**src/rtl/hilo_muldiv.sv**
```systemverilog
// HI/LO register pair with single-cycle multiply and a 32-step restoring divider.
// Divides occupy the unit for WIDTH+1 cycles and can be flushed by md_cancel.
module hilo_muldiv #(
    parameter int WIDTH = 32
) (
    input  logic             clk,
    input  logic             rst,
    input  logic             md_start,
    input  logic [2:0]       md_op,
    input  logic [WIDTH-1:0] X,
    input  logic [WIDTH-1:0] Y,
    input  logic             md_cancel,
    output logic             md_busy,
    output logic             md_done,
    output logic [WIDTH-1:0] hi_out,
    output logic [WIDTH-1:0] lo_out,
    output logic             div_by_zero
);
    localparam int CW = $clog2(WIDTH);
    localparam logic [2:0] OP_MULT  = 3'd1;
    localparam logic [2:0] OP_MULTU = 3'd2;
    localparam logic [2:0] OP_DIV   = 3'd3;
    localparam logic [2:0] OP_DIVU  = 3'd4;
    localparam logic [2:0] OP_MTHI  = 3'd5;
    localparam logic [2:0] OP_MTLO  = 3'd6;

    typedef enum logic [1:0] {S_IDLE, S_DIV, S_FIX} state_t;

    state_t             r_state, w_nxt;
    logic [WIDTH-1:0]   r_hi, r_lo;
    logic               r_done, r_dbz;
    logic [WIDTH-1:0]   r_q, r_rem, r_dvs, r_xorig;
    logic               r_sq, r_sr, r_zero;
    logic [CW-1:0]      r_cnt;
    logic               w_accept;

    // Sign-extend only for MULT so one 2W-bit multiplier serves both flavours.
    logic               w_sext;
    logic [2*WIDTH-1:0] w_mx, w_my, w_prod;
    assign w_sext = (md_op == OP_MULT);
    assign w_mx   = {{WIDTH{w_sext & X[WIDTH-1]}}, X};
    assign w_my   = {{WIDTH{w_sext & Y[WIDTH-1]}}, Y};
    assign w_prod = w_mx * w_my;

    logic [WIDTH-1:0]   w_xabs, w_yabs;
    assign w_xabs = X[WIDTH-1] ? -X : X;
    assign w_yabs = Y[WIDTH-1] ? -Y : Y;

    // Partial remainder needs one extra bit since an unsigned divisor may use all WIDTH bits.
    logic [WIDTH:0]     w_rem_sh;
    logic [WIDTH+1:0]   w_sub;
    logic               w_borrow;
    logic [WIDTH-1:0]   w_rem_nxt;
    assign w_rem_sh  = {r_rem, r_q[WIDTH-1]};
    assign w_sub     = {1'b0, w_rem_sh} - {2'b00, r_dvs};
    assign w_borrow  = w_sub[WIDTH+1];
    assign w_rem_nxt = w_borrow ? w_rem_sh[WIDTH-1:0] : w_sub[WIDTH-1:0];

    logic [WIDTH-1:0]   w_q_fix, w_r_fix;
    assign w_q_fix = r_sq ? -r_q : r_q;
    assign w_r_fix = r_sr ? -r_rem : r_rem;

    always_comb begin
        w_nxt    = r_state;
        w_accept = 1'b0;
        case (r_state)
            S_IDLE: begin
                w_accept = md_start && !md_cancel && (md_op != 3'd0) && (md_op != 3'd7);
                if (w_accept && (md_op == OP_DIV || md_op == OP_DIVU))
                    w_nxt = S_DIV;
            end
            S_DIV: begin
                if (md_cancel)
                    w_nxt = S_IDLE;
                else if (r_cnt == CW'(WIDTH - 1))
                    w_nxt = S_FIX;
            end
            S_FIX:   w_nxt = S_IDLE;
            default: w_nxt = S_IDLE;
        endcase
    end

    always_ff @(posedge clk or posedge rst) begin
        if (rst) begin
            r_state <= S_IDLE;
            r_hi    <= '0;
            r_lo    <= '0;
            r_done  <= 1'b0;
            r_dbz   <= 1'b0;
            r_q     <= '0;
            r_rem   <= '0;
            r_dvs   <= '0;
            r_xorig <= '0;
            r_sq    <= 1'b0;
            r_sr    <= 1'b0;
            r_zero  <= 1'b0;
            r_cnt   <= '0;
        end else begin
            r_state <= w_nxt;
            r_done  <= (r_state == S_FIX) && !md_cancel;
            case (r_state)
                S_IDLE: if (w_accept) begin
                    r_dbz <= 1'b0;
                    case (md_op)
                        OP_MULT, OP_MULTU: {r_hi, r_lo} <= w_prod;
                        OP_MTHI: r_hi <= X;
                        OP_MTLO: r_lo <= X;
                        default: begin
                            r_q     <= (md_op == OP_DIV) ? w_xabs : X;
                            r_dvs   <= (md_op == OP_DIV) ? w_yabs : Y;
                            r_sq    <= (md_op == OP_DIV) && (X[WIDTH-1] ^ Y[WIDTH-1]);
                            r_sr    <= (md_op == OP_DIV) && X[WIDTH-1];
                            r_zero  <= (Y == '0);
                            r_xorig <= X;
                            r_rem   <= '0;
                            r_cnt   <= '0;
                        end
                    endcase
                end
                S_DIV: if (!md_cancel) begin
                    r_rem <= w_rem_nxt;
                    r_q   <= {r_q[WIDTH-2:0], ~w_borrow};
                    r_cnt <= r_cnt + 1'b1;
                end
                S_FIX: if (!md_cancel) begin
                    r_hi  <= r_zero ? r_xorig : w_r_fix;
                    r_lo  <= r_zero ? '1 : w_q_fix;
                    r_dbz <= r_zero;
                end
                default: ;
            endcase
        end
    end

    assign md_busy     = (r_state != S_IDLE);
    assign md_done     = r_done;
    assign hi_out      = r_hi;
    assign lo_out      = r_lo;
    assign div_by_zero = r_dbz;
endmodule

```
**config.mk**
```make
export PLATFORM = sky130hd
export DESIGN_NAME = hilo_muldiv
export DESIGN_NICKNAME = d
export VERILOG_FILES = /design/src/rtl/hilo_muldiv.sv
export SDC_FILE = /design/constraint.sdc
export NUM_CORES = 2
export LEC_CHECK = 0
export CORE_AREA = 4 4 366 296
export DETAILED_ROUTE_END_ITERATION = 10
export DIE_AREA = 0 0 370 300
export DONT_BUFFER_PORTS = 1
export GPL_TIMING_DRIVEN = 0
export PLACE_DENSITY = 0.69
export RECOVER_POWER = 25
export REMOVE_ABC_BUFFERS = 1
export SLEW_MARGIN = 20
export SYNTH_ARGS = -nofsm -noshare
export SYNTH_HDL_FRONTEND = slang
export SYNTH_SLANG_ARGS = --single-unit
```
**constraint.sdc**
```tcl
create_clock -name clk -period 13.2 [get_ports clk]
set_input_delay 1.32 -clock clk [delete_from_list [all_inputs] [get_ports clk]]
set_output_delay 1.32 -clock clk [all_outputs]
set_load 0.005 [all_outputs]
```
# Word level (Yosys, flattened, before mapping)
# Index checks and enable logic that the tools add are counted.
# Widths: inputs -> output; s select.
[totals] ff_bits=204 inputBits=71 out_inout_bits=67 elab_cells=103
[classes] n_addsub=6 n_mul=1 n_eq_ne=18 n_mux=37 n_bitwise=5 n_reduce_logical=23
[op_table] operator="$mux 32" count=19
[op_table] operator="$pmux 32 s2" count=6
[op_table] operator="$neg 32->32" count=4
[op_table] operator="$mul 33x33->64" count=1
[op_table] operator="$sub 33x32->34" count=1
[op_table] operator="$logic_not 32->1" count=1
[op_table] operator="$mux 5" count=3
[op_table] operator="$ne 3x3->1 const B" count=4
[op_table] operator="$reduce_and 4->1" count=3
[op_table] operator="$ne 2x2->1 const B" count=5
[op_table] operator="$pmux 5 s2" count=1
[op_table] operator="$eq 3x3->1 const B" count=3
[op_table] operator="$logic_and 1x1->1" count=7
[op_table] operator="$eq 3x2->1 const B" count=2
[op_table] operator="$mux 2" count=3
[op_table] operator="$reduce_and 3->1" count=2
[op_table] operator="$reduce_bool 2->1" count=3
[op_table] operator="$add 5x1->5 const B" count=1
[op_table] operator="$eq 5x5->1 const B" count=1
[op_table] operator="$pmux 2 s2" count=1
[op_table] operator="$reduce_or 4->1" count=1
[op_table] operator="$eq 3x1->1 const B" count=1
[op_table] operator="$mux 1" count=3
[op_table] operator="$reduce_bool 3->1" count=1
[op_table] operator="other kinds (11)" count=13

# Logic depth before layout (Yosys ltp)
[depth] ltp_word=7 ltp_mapped=33 depth_no_buf=30

# Least setup slack after synthesis
# No wires, ideal clock.
[synth_timing] kind="input port to flip-flop" startpoint="input md_op[0]" endpoint="register r_hi[30], in the netlist hi_out[30]" arrival_ns=9.598 required_ns=13.096 path_slack_ns=3.498 cell_stages=30 path_cell_list="nor2b_1 nor2b_1 clkbuf_1 and2_1 clkbuf_1 nand2_1 inv_1 fa_1 inv_1 fa_1 inv_1 fa_1 fa_1 inv_1 fa_1 inv_1 fa_1 inv_1 fa_1 fa_1 inv_1 ha_1 clkbuf_1 and3_1 and3_1 a21o_1 nor3b_1 a221o_1 or4_1 o311ai_1"
[synth_via] elab_chain_len=6 elab_cells_between_ends=18
[synth_rtl] element="start, declared" line="9" rtl="input logic [2:0] md_op,"
[synth_rtl] element="$eq 3x1->1 / $reduce_bool 3->1 (equally long branches)" line="40, 104, 68"
[synth_rtl] element="$and 1x1->1, or another cell as far along" line="41" rtl="assign w_mx = {{WIDTH{w_sext & X[WIDTH-1]}}, X};"
[synth_rtl] element="$mul 33x33->64 / $logic_and 1x1->1 (equally long branches)" line="43, 68"
[synth_rtl] element="$pmux 32 s2 / $mux 1 (equally long branches)" line="104, 66"
[synth_rtl] element="$mux 32 / $ne 2x2->1 (equally long branches)"
[synth_rtl] element="$pmux 32 s2 / $reduce_and 4->1 (equally long branches)"
[synth_rtl] element="end signal, assigned" line="105" rtl="OP_MULT, OP_MULTU: {r_hi, r_lo} <= w_prod;"
[synth_rtl] element="end signal, assigned" line="126" rtl="r_hi <= r_zero ? r_xorig : w_r_fix;"
[synth_rtl] element="end, declared" line="30" rtl="logic [WIDTH-1:0] r_hi, r_lo;"
# Parallel ways exist; a longest one is shown, timed or not. The select of a mux whose other input is x is not followed.
# A chain may end at the register's enable or synchronous reset.

# Worst setup path in the final report
[layout_timing] startpoint="input md_op[0]" endpoint="register r_hi[31], in the netlist hi_out[31]"
# The elaborated chain is that of the path after synthesis.

==> results_dict.tcl <==
set metrics [dict create \
    design.core.area_mm2 0.104 \
    fin_hold_ws_ns 0.472 \
    cts-root-buf "clkbuf_16" \
    start_util_pct 49.8 \
    final_hold_viol_count 0 \
    min_period_ns 11.21 \
    worst-path-max-fanout 16 \
    antenna_found_initial 7 \
    holdCritPathClass "flop to flop" \
    worstSetupPathType "input pin to flop" \
    cts_setup_buffers 0 \
    synth-async-reset-ratio_pct 100 \
    clock_latency_ns 0.56 \
    row_count 106 \
    cts.sinks 204 \
    die_x_um 370 \
    cp_data_arrival_time_ns 11.70 \
    synth.area.top_cells "fa_1 (43%), dfrtp_1 (9.8%), inv_1 (8.6%)" \
    tightest_slew_ns 5.00 \
    max_slew_margin_pct -234 \
    postRouteAntennaNets 0 \
    syn2layout_area_growth_pct 2.78 \
    critPathLaunchType "input pin" \
    hpwl_um 115000 \
    fin_crit_sh_pct 84.9 \
    end_kind "flop" \
    violations "max-capacitance violations, max-slew violations" \
    synth-edff-count 0 \
    first_pass_iters 6 \
    synth_top_area_cell "fa_1" \
    ctsHoldBuffers 0 \
    rsz0062_at_grt "no" \
    numCtsBuffers 24 \
    critPathRequiredTime_ns 13.70 \
    grt_pass1_wl_um 243000 \
    syn_inst 5995 \
    io_pins 138 \
    detail_route.wl_per_cell_um 21.6 \
    setup_ws_ns 1.99 \
    drive_gt1_share_pct 2.24 \
    final_cell_mix "inv_1 (1194), fa_1 (1125), nand2_1 (1110)" \
    syn_avg_cell_area_um2 8.66 \
    routed_via_density 5.64 \
    max_freq_mhz 89.2 \
    grt_max_degree 89 \
    vias 39900 \
    yosysWarnings 0 \
    ys_seq_elements 204 \
    track_usage_pct 28.0 \
    cts_tree "done" \
    die_area_mm2 0.111 \
    synth_cell_types 86 \
    drc_errors 0 \
    drt_iter0_markers 3695 \
    port_buffers 0 \
    postCtsResizedCells 0 \
    nNetsFinal 7103 \
    final_area_mm2 0.0534 \
    synth_top_area_share_pct 43.4 \
    cts_buffer_depth 3 \
    clock_skew_ns 0.0277 \
    postPlaceCellArea_mm2 0.0527 \
    routed_wl_um 153000 \
    grt_pass1_vias 42700 \
    mostFrequentLayoutCell "inv_1" \
    grt-ovfl-total 0 \
    h-tree-depth 1 \
    maxCapViolations 3 \
    ys.flop_type "dfrtp_1" \
    setup_viol 0 \
    clkTransAtPathRegs_ns 0.06 \
    status "finished with violations" \
    syn_area_mm2 0.0519 \
    die_y_um 300 \
    dp_slack_ns 1.55 \
    yosysSeqAreaShare_pct 9.83 \
    place.gp.congestion 0.933 \
    finalMaxSlewViolations 209 \
]
==> logic make-up (layout without fill, tap and decap cells) <==
kind of cell	after synthesis	in the layout	synth area share [%]
mux	27	27	0.535
fa+ha+maj	1377	1377	49.5
flops	204	204	9.83
buf+inv	1583	1257	11.5
other cells	0	3	0
xor+xnor	211	211	3.56
compound gates	756	756	9.16
simple gates	1837	1837	16.0
==> flip-flops by register name, summed over array words and instances, names as in the netlist <==
signal / count
r_sq: 1
lo_out: 32
md_done: 1
r_zero: 1
hi_out: 32
r_cnt: 5
r_dvs: 32
r_q: 32
r_state: 2
div_by_zero: 1
r_sr: 1
r_xorig: 32
r_rem: 32
==> final cells by class <==
cell class	count	area [um2]
Tap cell	1404	1760
Clock inverter	7	62.6
Inverter	1195	4490
Fill cell	9760	50900
Timing Repair Buffer	22	318
Antenna cell	3	7.51
Multi-Input combinational cell	4208	41000
Sequential cell	204	5110
Clock buffer	33	664
==> through the flow <==
step / TNS (ns) / cells / utilization (%)
after floorplan: 0 / 5607 / -
after global placement: -35.89 / 7011 / 50.1
after detailed placement: 0 / 7033 / 50.5
after CTS: 0 / 7073 / 51.2
after global routing: 0 / 7073 / 51.2
final: 0 / 7076 / 51.2
==> metal layers <==
layer	up-vias	track usage [%]	wire length (um)
li1	17400	-	-
met1	20400	40.2	65100
met2	1876	41.3	65000
met3	207	9.27	19300
met4	0	6.60	3810
met5	-	0	0
==> cells in the mapped netlist, drive strengths merged, types with 22 or more instances <==
library cell  number
inv             1195
fa              1126
nand2           1114
clkbuf           317
and2             293
o21ai            261
ha               251
dfrtp            204
a21oi            184
nor2             178
xnor2            128
xor2              83
buf               71
a21o              54
nand3             41
nor3              35
o31ai             35
and3              32
o22ai             30
a31oi             29
nand4             23
nand2b            22
==> path summary, 6_finish.rpt <==
path / start / to / slack, ns / cells past startpoint
max in group asynchronous: rst / r_sq / 6.15 / 2
min: r_xorig[12] / r_xorig[12] / 0.47 / 2
max reg2reg: r_rem[0] / r_rem[27] / 8.84 / 12
min reg2reg: r_xorig[12] / r_xorig[12] / 0.47 / 2
min in group asynchronous: rst / r_dvs[29] / 1.15 / 1
max: md_op[0] / hi_out[31] / 1.99 / 27
==> critical path, cell delays in order <==
cell	delay (ns)
nor2b_1	0.39
nor2b_4	0.45
buf_16	0.22
and2_1	0.82
nand2_1	0.25
inv_1	0.19
fa_1	0.49
fa_1	0.63
fa_2	0.56
inv_1	0.44
fa_1	0.55
fa_1	0.60
fa_1	0.60
fa_1	0.43
fa_1	0.49
inv_1	0.04
ha_1	0.47
nand4_1	0.17
nor4_1	0.53
o211ai_1	0.18
a21oi_1	0.27
nor2_1	0.21
o31ai_2	0.43
a31oi_1	0.20
a31o_2	0.25
or3b_1	0.37
nand3_1	0.10
Power is not shown: default switching activity piles up to over one toggle a cycle in this logic, so the estimate is an artifact.
